## src/rtl/nv_nvdla_cmac_reg_pkg.sv

```systemverilog
// rtl/nv_nvdla_cmac_reg_pkg.sv - CMAC register controller shared constants and types
// Purpose: register offsets, field positions, reset values and the per-group
//          D_ config record shared by the CMAC register controller files.
// Ports:   none (package).
package nv_nvdla_cmac_reg_pkg;

  // Register byte offsets
  localparam logic [11:0] S_STATUS    = 12'h000;
  localparam logic [11:0] S_POINTER   = 12'h004;
  localparam logic [11:0] D_OP_ENABLE = 12'h008;
  localparam logic [11:0] D_MISC_CFG  = 12'h00c;

  // Field bit positions
  localparam int OP_EN_BIT     = 0;
  localparam int CONV_MODE_BIT = 0;
  localparam int PREC_LSB      = 12;
  localparam int PROD_PTR_LSB  = 0;
  localparam int CONS_PTR_LSB  = 16;

  localparam logic [1:0] PREC_RESET = 2'b01;

  typedef struct packed {
    logic       conv_mode;
    logic [1:0] proc_precision;
  } cmac_dcfg_t;

  localparam cmac_dcfg_t DCFG_RESET = '{conv_mode: 1'b0, proc_precision: PREC_RESET};

endpackage

```

## src/rtl/nv_nvdla_cmac_reg_group.sv

```systemverilog
// rtl/nv_nvdla_cmac_reg_group.sv - one shadow copy of the CMAC D_ register group
// Purpose: holds one group's config record and its op_en flag.
// Ports:   nvdla_core_clk/nvdla_core_rst  clock, sync active-high reset
//          cfg_wr, cfg_wr_data            load the config record
//          op_en_set, op_en_clr           set / clear op_en
//          cfg, op_en                     current contents
module nv_nvdla_cmac_reg_group
  import nv_nvdla_cmac_reg_pkg::*;
(
  input  logic       nvdla_core_clk,
  input  logic       nvdla_core_rst,
  input  logic       cfg_wr,
  input  cmac_dcfg_t cfg_wr_data,
  input  logic       op_en_set,
  input  logic       op_en_clr,
  output cmac_dcfg_t cfg,
  output logic       op_en
);

  always_ff @(posedge nvdla_core_clk) begin
    if (nvdla_core_rst) begin
      cfg   <= DCFG_RESET;
      op_en <= 1'b0;
    end else begin
      if (cfg_wr) begin
        cfg <= cfg_wr_data;
      end
      // Set needs the group unlocked and clear needs it running, so they
      // cannot coincide; clear wins regardless.
      if (op_en_clr) begin
        op_en <= 1'b0;
      end else if (op_en_set) begin
        op_en <= 1'b1;
      end
    end
  end

endmodule

```

## src/rtl/nv_nvdla_cmac_reg_ctrl.sv

```systemverilog
// rtl/nv_nvdla_cmac_reg_ctrl.sv - CMAC register controller with shadowed D_ groups
// Purpose: software programs the producer group while the datapath runs the
//          consumer group; dp_done retires the consumer group and raises done_intr.
// Ports:   nvdla_core_clk/nvdla_core_rst       clock, sync active-high reset
//          reg_offset/reg_wr_data/reg_wr_en    register write port
//          reg_rd_data                         combinational read data
//          dp_done                             consumer group finished
//          dp_op_en/dp_conv_mode/dp_proc_precision/dp_group  consumer group view
//          op_en_trigger                       accepted op_enable write
//          done_intr/done_intr_group           registered completion pulse
module nv_nvdla_cmac_reg_ctrl
  import nv_nvdla_cmac_reg_pkg::*;
#(
  parameter int NUM_GROUPS = 2,
  parameter int PTR_W      = $clog2(NUM_GROUPS)
) (
  input  logic             nvdla_core_clk,
  input  logic             nvdla_core_rst,
  input  logic [11:0]      reg_offset,
  input  logic [31:0]      reg_wr_data,
  input  logic             reg_wr_en,
  output logic [31:0]      reg_rd_data,
  input  logic             dp_done,
  output logic             dp_op_en,
  output logic             dp_conv_mode,
  output logic [1:0]       dp_proc_precision,
  output logic [PTR_W-1:0] dp_group,
  output logic             op_en_trigger,
  output logic             done_intr,
  output logic [PTR_W-1:0] done_intr_group
);

  logic [PTR_W-1:0]      prod_ptr;
  logic [PTR_W-1:0]      cons_ptr;
  logic [NUM_GROUPS-1:0] op_en_vec;
  cmac_dcfg_t            cfg_arr [NUM_GROUPS];

  logic       prod_locked;
  logic       cfg_acc;
  logic       op_en_acc;
  logic       ptr_wr;
  logic       done_acc;
  cmac_dcfg_t cfg_wr_data;
  logic       unused_wr_data;

  // Lock is taken from pre-edge state, so a write racing a dp_done on the
  // same group is still dropped.
  assign prod_locked = op_en_vec[prod_ptr];
  assign cfg_acc     = reg_wr_en && (reg_offset == D_MISC_CFG) && !prod_locked;
  assign op_en_acc   = reg_wr_en && (reg_offset == D_OP_ENABLE) && !prod_locked
                       && reg_wr_data[OP_EN_BIT];
  assign ptr_wr      = reg_wr_en && (reg_offset == S_POINTER);
  assign done_acc    = dp_done && op_en_vec[cons_ptr];

  assign cfg_wr_data = '{conv_mode:      reg_wr_data[CONV_MODE_BIT],
                         proc_precision: reg_wr_data[PREC_LSB +: 2]};
  assign unused_wr_data = ^reg_wr_data;

  assign op_en_trigger = op_en_acc;

  for (genvar g = 0; g < NUM_GROUPS; g++) begin : g_grp
    nv_nvdla_cmac_reg_group u_grp (
      .nvdla_core_clk (nvdla_core_clk),
      .nvdla_core_rst (nvdla_core_rst),
      .cfg_wr         (cfg_acc && (prod_ptr == PTR_W'(g))),
      .cfg_wr_data    (cfg_wr_data),
      .op_en_set      (op_en_acc && (prod_ptr == PTR_W'(g))),
      .op_en_clr      (done_acc && (cons_ptr == PTR_W'(g))),
      .cfg            (cfg_arr[g]),
      .op_en          (op_en_vec[g])
    );
  end

  always_ff @(posedge nvdla_core_clk) begin
    if (nvdla_core_rst) begin
      prod_ptr        <= '0;
      cons_ptr        <= '0;
      done_intr       <= 1'b0;
      done_intr_group <= '0;
    end else begin
      if (ptr_wr) begin
        prod_ptr <= reg_wr_data[PROD_PTR_LSB +: PTR_W];
      end
      // NUM_GROUPS is a power of two, so natural overflow is the modulo wrap.
      if (done_acc) begin
        cons_ptr        <= cons_ptr + PTR_W'(1);
        done_intr_group <= cons_ptr;
      end
      done_intr <= done_acc;
    end
  end

  assign dp_op_en          = op_en_vec[cons_ptr];
  assign dp_conv_mode      = cfg_arr[cons_ptr].conv_mode;
  assign dp_proc_precision = cfg_arr[cons_ptr].proc_precision;
  assign dp_group          = cons_ptr;

  always_comb begin
    reg_rd_data = '0;
    case (reg_offset)
      S_STATUS: begin
        reg_rd_data[NUM_GROUPS-1:0] = op_en_vec;
      end
      S_POINTER: begin
        reg_rd_data[PROD_PTR_LSB +: PTR_W] = prod_ptr;
        reg_rd_data[CONS_PTR_LSB +: PTR_W] = cons_ptr;
      end
      D_OP_ENABLE: begin
        reg_rd_data[OP_EN_BIT] = op_en_vec[prod_ptr];
      end
      D_MISC_CFG: begin
        reg_rd_data[CONV_MODE_BIT]     = cfg_arr[prod_ptr].conv_mode;
        reg_rd_data[PREC_LSB +: 2]     = cfg_arr[prod_ptr].proc_precision;
      end
      default: begin
        reg_rd_data = '0;
      end
    endcase
  end

endmodule

```

## config.mk

```make
export PLATFORM = sky130hd
export DESIGN_NAME = nv_nvdla_cmac_reg_ctrl
export DESIGN_NICKNAME = d
export VERILOG_FILES = /design/src/rtl/nv_nvdla_cmac_reg_pkg.sv /design/src/rtl/nv_nvdla_cmac_reg_group.sv /design/src/rtl/nv_nvdla_cmac_reg_ctrl.sv
export SDC_FILE = /design/constraint.sdc
export NUM_CORES = 1
export LEC_CHECK = 0
export CORE_MARGIN = 1
export CORE_UTILIZATION = 34
export DETAILED_ROUTE_END_ITERATION = 6
export PLACE_DENSITY = 0.93
export SLEW_MARGIN = 20
export SYNTH_ARGS = -nofsm -noshare
export SYNTH_HDL_FRONTEND = slang
export SYNTH_SLANG_ARGS = --single-unit
```

## constraint.sdc

```tcl
create_clock -name nvdla_core_clk -period 3.67 [get_ports nvdla_core_clk]
set_input_delay 0.734 -clock nvdla_core_clk [delete_from_list [all_inputs] [get_ports nvdla_core_clk]]
set_output_delay 0.734 -clock nvdla_core_clk [all_outputs]
set_load 0.01 [all_outputs]
```

==> reports/results.ini <==
[outcome]
status=finished, final reports clean

[worst_setup_path]
startpoint=reg_offset[5]
crit_end=reg_rd_data[0]
r2r_cells=3
r2r-start=prod_ptr$_SDFFE_PP0P_
cp_max_fo=6
worstSetupEndpointType=primary output
worst_ep_required_time_ns=2.94
worst_setup_path_start_kind=input port
criticalPathCategory=input port to primary output
worstPathArrival_ns=2.73
worst_r2r_endpoint=g_grp[1].u_grp.cfg[0]$_SDFFE_PP1P_
regToRegSetupSlack_ns=2.20

[die]
design.core.area_um2=2780
die_area_um2=3180
placementRows=19
dieHeight_um=56.4
ios=88
fp.dieW_um=56.4
start_util=0.362

[pwr]
total_leakage_power_nw=0.498
pwr-share-comb=0.179
switching_share=0.253
vdd_drop_max_v=0.000135
power.clock.fraction=0.366
power-per-cell-area_nw_per_um2=227
power_switching_mw=0.0724
power.sequential.fraction=0.455
internal_power_summed_over_all_cells_mw=0.213

[global_route]
grt_pass1_vias=719
grt.overflow.total=0
grt_start_max_net_pins=18
grt.total_usage=0.130
antenna_found_initial=0
global_route_wire_length_before_repair_um=3230

[yosys]
ys_top_cells_by_area=sky130_fd_sc_hd__dfxtp_1, sky130_fd_sc_hd__buf_4, sky130_fd_sc_hd__mux2i_1
synth_sequential_area_ratio=0.239
synth_flop_cell=sky130_fd_sc_hd__dfxtp_1
synth.top_cell.area_share=0.239
most_frequent_cell_after_synthesis=sky130_fd_sc_hd__buf_4
mappedNetlistArea_um2=1010
synth_commonest_cells=sky130_fd_sc_hd__buf_4, sky130_fd_sc_hd__dfxtp_1, sky130_fd_sc_hd__mux2i_1
asyncSetResetFlopFracSynth=0
synth_cells=115
ys.warnings.count=0
postSynthRegisterBits=12
synth_edf_count=0
yosys.cell_types.count=32
syn-mean-instance-area_um2=8.76
yosysTopAreaCell=sky130_fd_sc_hd__dfxtp_1

[layout]
fin_nets=192
layoutNonFillerInstCount=174
layout-area-overhead-vs-synth_pct=25.0
final_core_utilization=0.453
multi_input_comb_area_um2=618
final-seq-area_um2=240
final_layout_size_suffix_gt1_frac=0.105
antenna_cells=0
nFillCells=283
final_cell_area_um2=1260

[placed_design]
dpl.cell_count=170
port_buffers=31
placement.cell_area_um2=1220
finalWeightedCongestion=0.759
hpwlAfterDp_um=1520

[cts]
htree_levels=1
post_cts_buffers=0
numCtsBuffers=3
clock_pin_transition_on_the_worst_setup_and_hold_timing_paths_ns=0.08
clock_sink_count=12
post_cts_resize_count=0
hold_buffers=0
tritoncts=done
clk_lat_worst_skew_ns=0.27
cts_root_buffer=sky130_fd_sc_hd__clkbuf_4
clock_tree.buffer_depth=2

[route]
first_pass_iters=4
wl_met3_um=159
drt-met1-wl_um=898
avgRoutedWirePerCell_um=11.3
wl_met2_um=886
via_count=816
drc=0
drt_iter0_drc=18
drt-total-wl_um=1970
route.top_layer_used=met4
final_antenna_net_count=0
drt-vias-per-instance=4.69

[sta]
max_freq_mhz=289
timing_worst_slew_pin_value_ns=0.507
clock-skew-final_ns=0.00347
max-slew-margin-rel=0.661
hold_viol=0
smallest_hold_slack_ns=0.490
report.final.setup_viol=0
grt_setup_unrepaired=false
setup_tns_ns=0
timing.final.crit_period_ns=3.46
drv_slew=0
final.period_utilization=0.944

[run]
maxCapViolCount=0

[hold_path]
hold_path.class=flip-flop to flip-flop
hold_start=g_grp[1].u_grp.cfg[1]$_SDFFE_PP0P_

-- through the flow --
| stage | worst slack [ns] | power, mW |
|---|---|---|
| 3_3_place_gp | 0.268 | 0.183 |
| 2_1_floorplan | 1.34 | 0.179 |
| 4_1_cts | 0.250 | 0.287 |
| 3_5_place_dp | 0.256 | 0.184 |
| 6_report | 0.205 | 0.286 |
| 5_1_grt | 0.184 | 0.300 |
-- cell type report --
| class | instances | share of cell area |
|---|---|---|
| Clock buffer | 4 | 0.0288 |
| Inverter | 2 | 0.00596 |
| Multi-Input combinational cell | 93 | 0.491 |
| Sequential cell | 12 | 0.191 |
| Tap cell | 31 | 0.0308 |
| Timing Repair Buffer | 32 | 0.252 |
-- cells by family after synthesis --
| kind of cell | after synthesis | share of synthesized area |
|---|---|---|
| other | 1 | 0.00372 |
| AND/OR/NAND/NOR | 42 | 0.297 |
| AO/OA/AOI/OAI | 11 | 0.0820 |
| multiplexers | 13 | 0.134 |
| buffers and inverters | 36 | 0.245 |
| flip-flops | 12 | 0.239 |
-- routing by layer --
layer  vias up  global-route usage
met2        35               0.197
met4         0              0.0732
met5         -                   0
met3         2              0.0415
met1       372               0.162
li1        407                   -
-- power groups by stage --
stage / Sequential [mW] / Clock [mW] / Combinational (mW)
after floorplan: 0.133 / 0 / 0.0459
after global placement: 0.133 / 0 / 0.0499
after detailed placement: 0.133 / 0 / 0.0507
after CTS: 0.130 / 0.107 / 0.0507
after global routing: 0.130 / 0.115 / 0.0552
final: 0.130 / 0.105 / 0.0511
-- how the worst min path moves through the flow --
stage,to,cells past startpoint,slack (ns)
final,g_grp[1].u_grp.cfg[1]$_SDFFE_PP0P_,2,0.49
after global routing,g_grp[1].u_grp.cfg[2]$_SDFFE_PP0P_,2,0.53
after CTS,g_grp[1].u_grp.cfg[1]$_SDFFE_PP0P_,2,0.49
after detailed placement,g_grp[1].u_grp.cfg[1]$_SDFFE_PP0P_,2,0.48
after global placement,g_grp[0].u_grp.cfg[1]$_SDFFE_PP0P_,2,0.47
after floorplan,g_grp[1].u_grp.cfg[1]$_SDFFE_PP0P_,2,0.46
-- placed cells by master (no fill, tap or decap), types with 2 or more instances in the layout --
cell                               n
sky130_fd_sc_hd__a211oi_1          2
sky130_fd_sc_hd__conb_1           27
sky130_fd_sc_hd__mux2_2            4
sky130_fd_sc_hd__a21oi_1           2
sky130_fd_sc_hd__and4b_1           2
sky130_fd_sc_hd__nor3_1            3
sky130_fd_sc_hd__and3b_1           3
sky130_fd_sc_hd__clkbuf_4          3
sky130_fd_sc_hd__nand2b_1          8
sky130_fd_sc_hd__nand2_1           6
sky130_fd_sc_hd__clkdlybuf4s50_1  31
sky130_fd_sc_hd__nor4_4            2
sky130_fd_sc_hd__nand4_1           4
sky130_fd_sc_hd__inv_1             2
sky130_fd_sc_hd__nor2_1            5
sky130_fd_sc_hd__dfxtp_1          12
sky130_fd_sc_hd__mux2i_1           9
sky130_fd_sc_hd__nand3b_1          2
sky130_fd_sc_hd__o41ai_1           2
-- state kept, by name (all words and copies together), names as in the netlist --
register and count:
dp_group 1, done_intr 1, prod_ptr 1, g_grp.u_grp.cfg 6, done_intr_group 1, g_grp.u_grp.op_en 2
-- worst max-delay path, stage by stage --
cell and delay, ns:
sky130_fd_sc_hd__clkdlybuf4s50_1 0.45, sky130_fd_sc_hd__nor4_4 0.44, sky130_fd_sc_hd__nand3_2 0.20, sky130_fd_sc_hd__a211oi_1 0.31
sky130_fd_sc_hd__clkdlybuf4s50_1 0.60
Note: power is estimated with default switching activity, not from simulation.
